$ cat src/rtl/obi_rr_mux.sv
// obi_rr_mux: N-to-1 OBI mux with round-robin arbitration, request lock and in-order response routing
module obi_rr_mux #(
    parameter int unsigned NR_MASTERS      = 2,
    parameter int unsigned ADDR_WIDTH      = 32,
    parameter int unsigned DATA_WIDTH      = 32,
    parameter int unsigned MAX_OUTSTANDING = 4
) (
    input  logic                                     clk_i,
    input  logic                                     rst_ni,
    input  logic [NR_MASTERS-1:0]                    m_req_i,
    input  logic [NR_MASTERS-1:0]                    m_we_i,
    input  logic [NR_MASTERS*ADDR_WIDTH-1:0]         m_addr_i,
    input  logic [NR_MASTERS*DATA_WIDTH/8-1:0]       m_be_i,
    input  logic [NR_MASTERS*DATA_WIDTH-1:0]         m_wdata_i,
    output logic [NR_MASTERS-1:0]                    m_gnt_o,
    output logic [NR_MASTERS-1:0]                    m_rvalid_o,
    output logic [DATA_WIDTH-1:0]                    m_rdata_o,
    output logic                                     s_req_o,
    output logic                                     s_we_o,
    output logic [ADDR_WIDTH-1:0]                    s_addr_o,
    output logic [DATA_WIDTH/8-1:0]                  s_be_o,
    output logic [DATA_WIDTH-1:0]                    s_wdata_o,
    input  logic                                     s_gnt_i,
    input  logic                                     s_rvalid_i,
    input  logic [DATA_WIDTH-1:0]                    s_rdata_i,
    output logic [$clog2(MAX_OUTSTANDING+1)-1:0]     outstanding_o,
    output logic                                     protocol_err_o
);
    localparam int unsigned BW = DATA_WIDTH / 8;
    localparam int unsigned IW = $clog2(NR_MASTERS);
    localparam int unsigned PW = MAX_OUTSTANDING > 1 ? $clog2(MAX_OUTSTANDING) : 1;
    localparam int unsigned CW = $clog2(MAX_OUTSTANDING + 1);
    localparam logic [IW-1:0] LAST_M = IW'(NR_MASTERS - 1);
    localparam logic [PW-1:0] LAST_P = PW'(MAX_OUTSTANDING - 1);
    localparam logic [CW-1:0] FULL_C = CW'(MAX_OUTSTANDING);

    function automatic logic [IW-1:0] inc_m(input logic [IW-1:0] i);
        return (i == LAST_M) ? '0 : i + 1'b1;
    endfunction

    function automatic logic [PW-1:0] inc_p(input logic [PW-1:0] p);
        return (p == LAST_P) ? '0 : p + 1'b1;
    endfunction

    logic [ADDR_WIDTH-1:0] addr_arr  [NR_MASTERS];
    logic [BW-1:0]         be_arr    [NR_MASTERS];
    logic [DATA_WIDTH-1:0] wdata_arr [NR_MASTERS];
    logic [IW-1:0]         fifo      [MAX_OUTSTANDING];
    logic [IW-1:0] prio, lock_idx, arb_idx, sel_idx, cand, head;
    logic [PW-1:0] wptr, rptr;
    logic [CW-1:0] cnt;
    logic lock, any_req, sel_req, full, hs, pop, lock_viol, underflow, err;

    for (genvar g = 0; g < NR_MASTERS; g++) begin : g_unpack
        assign addr_arr[g]  = m_addr_i[g*ADDR_WIDTH +: ADDR_WIDTH];
        assign be_arr[g]    = m_be_i[g*BW +: BW];
        assign wdata_arr[g] = m_wdata_i[g*DATA_WIDTH +: DATA_WIDTH];
    end

    // first requester at or after prio, wrapping around
    always_comb begin
        cand    = prio;
        arb_idx = '0;
        any_req = 1'b0;
        for (int k = 0; k < NR_MASTERS; k++) begin
            if (!any_req && m_req_i[cand]) begin
                any_req = 1'b1;
                arb_idx = cand;
            end
            cand = inc_m(cand);
        end
    end

    assign sel_idx   = lock ? lock_idx : arb_idx;
    assign sel_req   = lock ? m_req_i[lock_idx] : any_req;
    assign full      = cnt == FULL_C;
    assign s_req_o   = rst_ni & sel_req & ~full;
    assign hs        = s_req_o & s_gnt_i;
    assign pop       = s_rvalid_i & (cnt != '0);
    assign underflow = s_rvalid_i & (cnt == '0);
    assign lock_viol = lock & ~m_req_i[lock_idx];
    assign head      = fifo[rptr];

    assign s_we_o        = s_req_o & m_we_i[sel_idx];
    assign s_addr_o      = s_req_o ? addr_arr[sel_idx] : '0;
    assign s_be_o        = s_req_o ? be_arr[sel_idx] : '0;
    assign s_wdata_o     = s_req_o ? wdata_arr[sel_idx] : '0;
    assign m_gnt_o       = hs ? NR_MASTERS'(1'b1) << sel_idx : '0;
    assign m_rvalid_o    = pop ? NR_MASTERS'(1'b1) << head : '0;
    assign m_rdata_o     = s_rdata_i;
    assign outstanding_o = cnt;
    assign protocol_err_o = err;

    always_ff @(posedge clk_i) begin
        if (hs) fifo[wptr] <= sel_idx;
    end

    always_ff @(posedge clk_i or negedge rst_ni) begin
        if (!rst_ni) begin
            prio     <= '0;
            lock     <= 1'b0;
            lock_idx <= '0;
            wptr     <= '0;
            rptr     <= '0;
            cnt      <= '0;
            err      <= 1'b0;
        end else begin
            if (hs) begin
                prio <= inc_m(sel_idx);
                wptr <= inc_p(wptr);
            end
            if (pop) rptr <= inc_p(rptr);
            cnt <= cnt + CW'(hs) - CW'(pop);
            if (hs) begin
                lock <= 1'b0;
            end else if (s_req_o) begin
                lock     <= 1'b1;
                lock_idx <= sel_idx;
            end else if (lock_viol) begin
                lock <= 1'b0;
            end
            if (lock_viol || underflow) err <= 1'b1;
        end
    end
endmodule
$ cat config.mk
export PLATFORM = sky130hd
export DESIGN_NAME = obi_rr_mux
export DESIGN_NICKNAME = d
export VERILOG_FILES = /design/src/rtl/obi_rr_mux.sv
export SDC_FILE = /design/constraint.sdc
export NUM_CORES = 1
export LEC_CHECK = 0
export ABC_CLOCK_PERIOD_IN_PS = 5400
export CAP_MARGIN = 20
export CORE_AREA = 2 2 110 112
export DETAILED_ROUTE_END_ITERATION = 8
export DIE_AREA = 0 0 112 114
export PLACE_DENSITY_LB_ADDON = 0.15
export SYNTH_ARGS = -nofsm -noshare
export SYNTH_HDL_FRONTEND = slang
export SYNTH_SLANG_ARGS = --single-unit
$ cat constraint.sdc
create_clock -name clk_i -period 5.4 [get_ports clk_i]
set_input_delay 1.08 -clock clk_i [delete_from_list [all_inputs] [get_ports clk_i]]
set_output_delay 1.08 -clock clk_i [all_outputs]
set_load 0.02 [all_outputs]
==> results by group <==
Drt
  – Routed wire length: 9.45 mm
  – Via-to-Cell Ratio: 4.32
  – Final ANT Viol Nets: 0
  – Post-DR wirelength/cell: 14.5 µm
  – Residual DRC: 0
  – Via count: 2,814
  – Starting DRT DRC Count: 136
  – DRT Pass-1 Iters: 4

Critical path
  – Crit path kind: input pin to output pin
  – Worst Setup End Kind: output pin
  – Critical Path Fanout Max: 39
  – Worst Path Arrival: 3.61 ns
  – CP Launch Type: input pin
  – WP data required: 4.32 ns

STA
  – Relative slew slack: 55.8%
  – Final slew viol count: 0
  – Post-route minimum period: 4.69 ns
  – Clk_skew: 0.00168 ns
  – Unrepaired setup endpoints after global routing: false
  – Final Hold Viols: 0
  – Setup TNS: 0 ns
  – Hold WS: 0.483 ns
  – F_max: 0.213 GHz
  – Final setup viols: 0
  – Least-Margin Pin Slew: 0.663 ns
  – Crit share post-route: 86.8%

Layout
  – Multi-input gate area: 1250 µm²
  – Fin nets: 688
  – Filler instances: 1,260
  – ANT cells: 0
  – Reg area: 395 µm²
  – Share of layout cells above drive strength 1: 3.57%
  – Synthesis-to-finish area growth: 107%

Power and ir drop
  – NetSw: 0.758 mW
  – Comb pwr share: 77.5%
  – Pint: 0.810 mW
  – Pwr per Cell Area: 373 nW/µm²
  – Pleak: 1.69 nW
  – Clk pwr share: 9.1%
  – Seq pwr share: 13.3%
  – Switch share: 48.3%
  – Peak supply drop: 0.000209 V

Clock tree
  – Clock slew at reported path FFs: 0.05 ns
  – Post-CTS Resized: 0
  – Clock tree buffer depth: 2
  – Worst-Skew Late Latency: 0.24 ns
  – CTS Hold Bufs: 0
  – # clock sinks: 15
  – Root Buffer: clkbuf_16
  – Post-CTS Repair Setup Buffers: 0
  – H-tree depth: 1
  – TritonCTS clock tree: built
  – Cts bufs inserted: 3

Logic synthesis
  – Synth warn: 0
  – Flops & latches, synth: 15
  – Syn_nets: 513
  – Mapped Area: 2030 µm²
  – Synth top area share: 26.1%
  – Number of synthesized flops with an enable pin: 4
  – Most frequent cell after synthesis: nand2_1
  – Synth async-reset ratio: 73.3%
  – Synth Instances: 330
  – Yosys top cell by area: nand2_1
  – Synth area leaders: nand2_1, a21oi_1, dfrtp_1, buf_4, edfxtp_1
  – Top post-synthesis cells by count: nand2_1, a21oi_1, buf_4
  – Post-synthesis sequential area ratio: 19.5%
  – Cell variety after synth: 33
  – Syn_area_per_cell: 6.15 µm²
  – Main synth FF type: dfrtp_1

Floorplan
  – Initial core utilization: 17.3%
  – Die Area: 12,800 µm²
  – Die Y: 114 µm
  – Row cnt: 40
  – Num ports: 286
  – Core area: 11,700 µm²
  – Die W: 112 µm

Place
  – Port Buffer Count: 221
  – Final HPWL DP: 7.46 mm
  – Routability congestion estimate: 0.799

Global route
  – Vias in the first global route: 2,696
  – Initial antenna violation count: 0
  – Total GRT Usage: 13.2%
  – First-pass GRT wire length: 13.7 mm
  – GR Overflow Total: 0
  – Largest net degree at the start of global routing: 59

Outcome
  – Status: finished, final reports clean

Min path
  – HP Class: flip-flop to flip-flop

Job
  – Number of max-cap violations: 0
-- registers in the layout, indices dropped and copies added (netlist names) --
signal	flops
fifo	4
outstanding_o	3
rptr	2
wptr	2
lock	1
lock_idx	1
prio	1
protocol_err_o	1
-- worst max-delay path, stage by stage --
cell and delay, ns:
clkdlybuf4s50_1 0.43, o21ai_0 0.30, a211o_2 0.59, buf_4 0.50
a21oi_1 0.09, clkdlybuf4s50_1 0.58
-- placed cells by master, fill, tap and decap left out, types with 4 or more instances in the layout --
master	n
clkdlybuf4s50_1	221
dfrtp_1	11
ha_1	6
and3_1	4
a21oi_1	71
buf_4	4
nor2_1	4
inv_1	5
nand2_1	141
edfxtp_1	4
-- routing by layer --
metal / GRT usage [%] / vias to the layer above / wire (µm)
met5: 0 / - / 0
met4: 2.28 / 0 / 108
met3: 4.73 / 11 / 897
met2: 24.8 / 144 / 4880
met1: 14.5 / 1277 / 3570
li1: - / 1382 / -
-- worst paths after layout --
check                           cells after the start  slack, ns               end             start
worst max-delay path                                6       0.71     s_wdata_o[12]        m_req_i[1]
worst min-delay path                                2       0.48    protocol_err_o    protocol_err_o
worst max register to register                     10       2.45  outstanding_o[2]  outstanding_o[1]
worst min register to register                      2       0.48    protocol_err_o    protocol_err_o
max in group asynchronous                           2       4.05    protocol_err_o            rst_ni
min in group asynchronous                           2       1.19           rptr[0]            rst_ni
-- metrics by stage --
step | setup WS (ns) | cells | power, mW | cell area [µm²] | util [%]
global placement | 0.694 | 647 | 1.43 | 4120 | 35.2
detailed placement | 0.652 | 647 | 1.44 | 4120 | 35.2
CTS | 0.650 | 651 | 1.60 | 4200 | 35.9
global route | 0.530 | 651 | 1.69 | 4200 | 35.9
finish | 0.714 | 651 | 1.57 | 4200 | 35.9
floorplan | 2.09 | 330 | 0.946 | 2030 | -
-- cells by family (layout without fill, tap and decap cells) --
logic type	count (synthesis)	count (layout)	synth area share, %
AND/OR/NAND/NOR	157	157	30.7
AO/OA/AOI/OAI	79	79	20.4
buffers and inverters	63	237	19.1
flip-flops	15	15	19.5
adder cells (fa/ha/maj)	7	7	4.68
multiplexers	6	6	4.37
XOR/XNOR	3	3	1.29
-- power by group through the flow --
stage / Clock (mW) / Combinational (mW) / Sequential, mW
finish: 0.143 / 1.22 / 0.209
global placement: 0 / 1.22 / 0.210
floorplan: 0 / 0.730 / 0.215
detailed placement: 0 / 1.23 / 0.212
global route: 0.151 / 1.32 / 0.217
CTS: 0.147 / 1.24 / 0.210
-- layout make-up --
type	count	area share [%]
timing repair buffer	226	53.8
multi-input combinational	252	29.7
sequential	15	9.41
tap	147	4.38
clock buffer	4	1.88
inverter	7	0.744
Power figures use the tool's default switching activity.
